## src/rtl/bch_rx_check.sv

```systemverilog
// Serial receive-side checker for the (64,40) systematic code: recomputes the
// 24-bit remainder bit by bit, buffers the message and reports pass/fail per frame.
module bch_rx_check #(
  parameter int N     = 64,
  parameter int K     = 40,
  parameter int CNT_W = 16
) (
  input  logic             clk,
  input  logic             rst,
  input  logic             abort,
  input  logic             in_valid,
  input  logic             in_bit,
  output logic             in_ready,
  output logic             out_valid,
  input  logic             out_ready,
  output logic [K-1:0]     msg_data,
  output logic [23:0]      syndrome,
  output logic             crc_ok,
  output logic [CNT_W-1:0] fail_count
);

  // Feedback taps s[4], s[8], s[14], s[19]; s[23] always takes fb.
  localparam logic [23:0] TAP_MASK = 24'h084110;
  localparam int          IDX_W    = $clog2(K);
  localparam logic [6:0]  LAST_BIT = 7'(N - 1);
  localparam logic [6:0]  MSG_END  = 7'(K);

  typedef enum logic {
    RECV = 1'b0,
    HOLD = 1'b1
  } state_t;

  state_t            state, state_nxt;
  logic [23:0]       s_q, s_nxt;
  logic [6:0]        bit_cnt_q, bit_cnt_nxt;
  logic [K-1:0]      msg_q;
  logic [CNT_W-1:0]  fail_q;
  logic              fb;
  logic              accept;
  logic              deliver;

  // NOTE: every signal driven here gets a default first, so no path can infer a latch.
  always_comb begin
    state_nxt   = state;
    s_nxt       = s_q;
    bit_cnt_nxt = bit_cnt_q;
    accept      = 1'b0;
    deliver     = 1'b0;
    fb          = in_bit ^ s_q[0];
    case (state)
      RECV: begin
        if (abort) begin
          s_nxt       = '0;
          bit_cnt_nxt = '0;
        end else if (in_valid) begin
          accept = 1'b1;
          s_nxt  = {fb, s_q[23:1]} ^ ({24{fb}} & TAP_MASK);
          if (bit_cnt_q == LAST_BIT) begin
            bit_cnt_nxt = '0;
            state_nxt   = HOLD;
          end else begin
            bit_cnt_nxt = bit_cnt_q + 7'd1;
          end
        end
      end
      HOLD: begin
        // Abort outranks the output handshake: the frame is dropped uncounted.
        if (abort) begin
          s_nxt     = '0;
          state_nxt = RECV;
        end else if (out_ready) begin
          s_nxt     = '0;
          state_nxt = RECV;
          deliver   = 1'b1;
        end
      end
      default: state_nxt = RECV;
    endcase
  end

  // NOTE: sequential state uses non-blocking assignments so all registers update together.
  always_ff @(posedge clk or posedge rst) begin
    if (rst) begin
      state     <= RECV;
      s_q       <= '0;
      bit_cnt_q <= '0;
    end else begin
      state     <= state_nxt;
      s_q       <= s_nxt;
      bit_cnt_q <= bit_cnt_nxt;
    end
  end

  // NOTE: the message buffer is reset on purpose so msg_data reads zero after reset.
  always_ff @(posedge clk or posedge rst) begin
    if (rst) begin
      msg_q <= '0;
    end else if (accept && (bit_cnt_q < MSG_END)) begin
      msg_q[bit_cnt_q[IDX_W-1:0]] <= in_bit;
    end
  end

  always_ff @(posedge clk or posedge rst) begin
    if (rst) begin
      fail_q <= '0;
    end else if (deliver && !crc_ok && (fail_q != '1)) begin
      fail_q <= fail_q + 1'b1;
    end
  end

  assign in_ready   = (state == RECV);
  assign out_valid  = (state == HOLD);
  assign msg_data   = msg_q;
  assign syndrome   = s_q;
  assign crc_ok     = (s_q == 24'h000000);
  assign fail_count = fail_q;

endmodule

```

## config.mk

```make
export PLATFORM = sky130hd
export DESIGN_NAME = bch_rx_check
export DESIGN_NICKNAME = d
export VERILOG_FILES = /design/src/rtl/bch_rx_check.sv
export SDC_FILE = /design/constraint.sdc
export NUM_CORES = 1
export LEC_CHECK = 0
export CAP_MARGIN = 20
export CORE_AREA = 2 2 97 99
export DETAILED_ROUTE_END_ITERATION = 10
export DIE_AREA = 0 0 99 101
export PLACE_DENSITY = 0.76
export SLEW_MARGIN = 20
export SYNTH_ARGS = -nofsm -noshare
export SYNTH_HDL_FRONTEND = slang
export SYNTH_SLANG_ARGS = --single-unit
```

## constraint.sdc

```tcl
create_clock -name clk -period 3.4 [get_ports clk]
set_input_delay 1.02 -clock clk [delete_from_list [all_inputs] [get_ports clk]]
set_output_delay 1.02 -clock clk [all_outputs]
set_load 0.05 [all_outputs]
```

==> out/qor.yml <==
timing:
  worst_pin_slew_ns: 0.611
  whs_ns: 0.497
  min_period_over_period_pct: 88.4
  layout_setup_ws_ns: 0.394
  setup_violations: 0
  timing.setup.tns_ns: 0
  drv_slew: 0
  fmax_mhz: 333
  max_slew_margin_pct: 59.0
  hold_violations: 0
  min_period_ns: 3.01
  finalClockSkew_ns: 0.0141
  grt_setup_unrepaired: "no"
layout:
  diodes: 0
  seq_area_um2: 2200
  final_area_um2: 5270
  area_growth_pct: 29.7
  fin_util_pct: 58.7
  final_cell_mix: "dfrtp_1, clkdlybuf4s50_1, nand2_1"
  fin_nets: 478
  final_common_cell: "dfrtp_1"
  stdcell_count: 586
  multiInputGateArea_um2: 1760
  nFillCells: 749
  drive_above_1_share_pct: 16.4
route:
  drc: 0
  wl_per_cell_um: 15.5
  vias: 3130
  via_per_inst: 5.34
  dr.pass1.iters: 4
  drt_iter0_drc: 131
  wl_um: 9080
  ant_nets: 0
outcome:
  outcome: "finished clean"
power:
  p_per_area_nw_per_um2: 395
  p_int_mw: 1.46
  leakage_nw: 2.34
  power_frac_comb_pct: 14.9
  irDropWorstVdd_v: 0.000234
  switching_power_uw: 615
  p_total_mw: 2.08
  clock_power_share_pct: 32.0
  p_seq_share_pct: 53.1
  swShare_pct: 29.6
worst_setup_path:
  cp-endpoint: "crc_ok"
  crit_type: "register to primary output"
  arrival_ns: 1.99
  cp_slowest_cell: "dfrtp_1"
  reg2reg_to: "msg_data[34]"
  crit_path_max_incr_delay_ns: 0.42
  end_kind: "primary output"
  required_ns: 2.38
  cp_cell_sequence: "nor4_1 > nand4_1 > nor2_2 > buf_4 > buf_4"
  critPathLaunch: "syndrome[5]"
  start_kind: "register"
  critical_path.most_common_cell: "buf_4"
  reg2reg_slack_ns: 1.27
  rr_startpoint: "out_valid"
  r2r_cells: 6
  cp_max_fo: 9
die:
  die_w_um: 99
  rows: 35
  die_h_um: 101
  start_util_pct: 45.2
  die-area_um2: 10000
  pin_count: 89
  core_um2: 8980
global_route:
  grt_overflow: 0
  grt_pass1_vias: 3027
  grt_start_max_net_pins: 89
  grt_pass1_wl_um: 15100
  grt_usage_pct: 19.0
  antenna_found_initial: 0
clocking:
  cts_resized: 0
  worstSkewPairLatency_ns: 0.36
  clock_sinks: 88
  cts_tree: "built"
  hold_buffers: 0
  root_buffer: "clkbuf_8"
  h-tree-depth: 3
  clockBufferDepth: 2
  cts_setup_buffers: 0
  cts_made_buffers: 9
  clk_pin_slew_ns: 0.09
place:
  place_hpwl_um: 6330
  placed_area_um2: 5080
  io_buffer_count: 88
  place_congestion: 0.799
  placed_cells: 570
  place_ws_ns: 0.102
job:
  max_cap_violations: 0
synth:
  syn_nets: 389
  yosys.area.top_type_share_pct: 54.2
  synthCells: 381
  ys_seq_elements: 88
  synthFlopType: "dfrtp_1"
  synthArstFlopShare_pct: 100
  synth-edff-count: 0
  synth_warnings: 0
  synth.avg_cell_area_um2: 10.7
  yosysSeqAreaShare_pct: 54.2
  synthesis.area_um2: 4060
  synth_area_leader_cell: "dfrtp_1"
  synth.area.top_cells: "dfrtp_1, mux2_2, nand2_1, nor2_1, xor2_1"
  synth.distinct_cells: 42
min_path:
  hp-class: "register to register"
-- cell families after synthesis --
kind of cell,synth area share (%)
buf+inv,2.80
xor+xnor,4.53
mux,11.6
compound gates,6.38
fa+ha+maj,0.616
flops,54.2
simple gates,19.8
-- critical path, delay by kind of cell, from the launching register on --
family	cells	cell delay, ns
and+or+nand+nor	3	0.83
buffers and inverters	2	0.38
DFF	1	0.42
-- flip-flops by register name (all words and copies together) (netlist names) --
signal,flops
out_valid,1
fail_count,16
msg_data,40
bit_cnt_q,7
syndrome,24
-- layout make-up --
| cell class | instances | area share (%) |
|---|---|---|
| Tap cell | 111 | 2.64 |
| Timing Repair Buffer | 97 | 18.2 |
| Clock buffer | 10 | 2.61 |
| Inverter | 7 | 0.523 |
| Sequential cell | 88 | 41.8 |
| Clock inverter | 6 | 0.832 |
| Multi-Input combinational cell | 267 | 33.4 |
-- routing by layer --
metal	vias to the layer above	wire, um	GRT usage, %	part of all wire [%]
met2	104	4140	29.3	46
met3	13	569	4.37	6.3
met4	0	133	6.74	1.5
li1	1488	-	-	-
met5	-	0	0	0
met1	1525	4240	26.7	47
-- power by group through the flow --
stage / combinational (mW) / sequential (mW) / clock (mW)
after detailed placement: 0.312 / 1.12 / 0
after global routing: 0.331 / 1.11 / 0.724
after CTS: 0.313 / 1.10 / 0.678
final: 0.309 / 1.10 / 0.665
after floorplan: 0.105 / 1.22 / 0
after global placement: 0.307 / 1.12 / 0
-- cell usage after synthesis (all sizes together), types with 2 or more instances --
master	number
nand2	53
nor4	15
a21oi	2
xnor2	4
nand3b	7
a31oi	2
o2111ai	2
xor2	17
mux2	41
nand3	9
clkbuf	15
inv	7
o21ai	29
buf	4
or3b	2
or3	2
nand4	6
a22o	4
nand2b	2
nor2b	2
nor2	53
ha	2
dfrtp	88
nor3	5
-- worst min-delay path by stage --
stage                     end      startpoint  cells after the start
5_1_grt        fail_count[11]  fail_count[11]                      1
3_3_place_gp      msg_data[3]     msg_data[3]                      1
4_1_cts           msg_data[3]     msg_data[3]                      1
3_5_place_dp      msg_data[3]     msg_data[3]                      1
2_1_floorplan    bit_cnt_q[6]    bit_cnt_q[6]                      1
6_report          msg_data[3]     msg_data[3]                      1
Power figures use the tool's default switching activity.
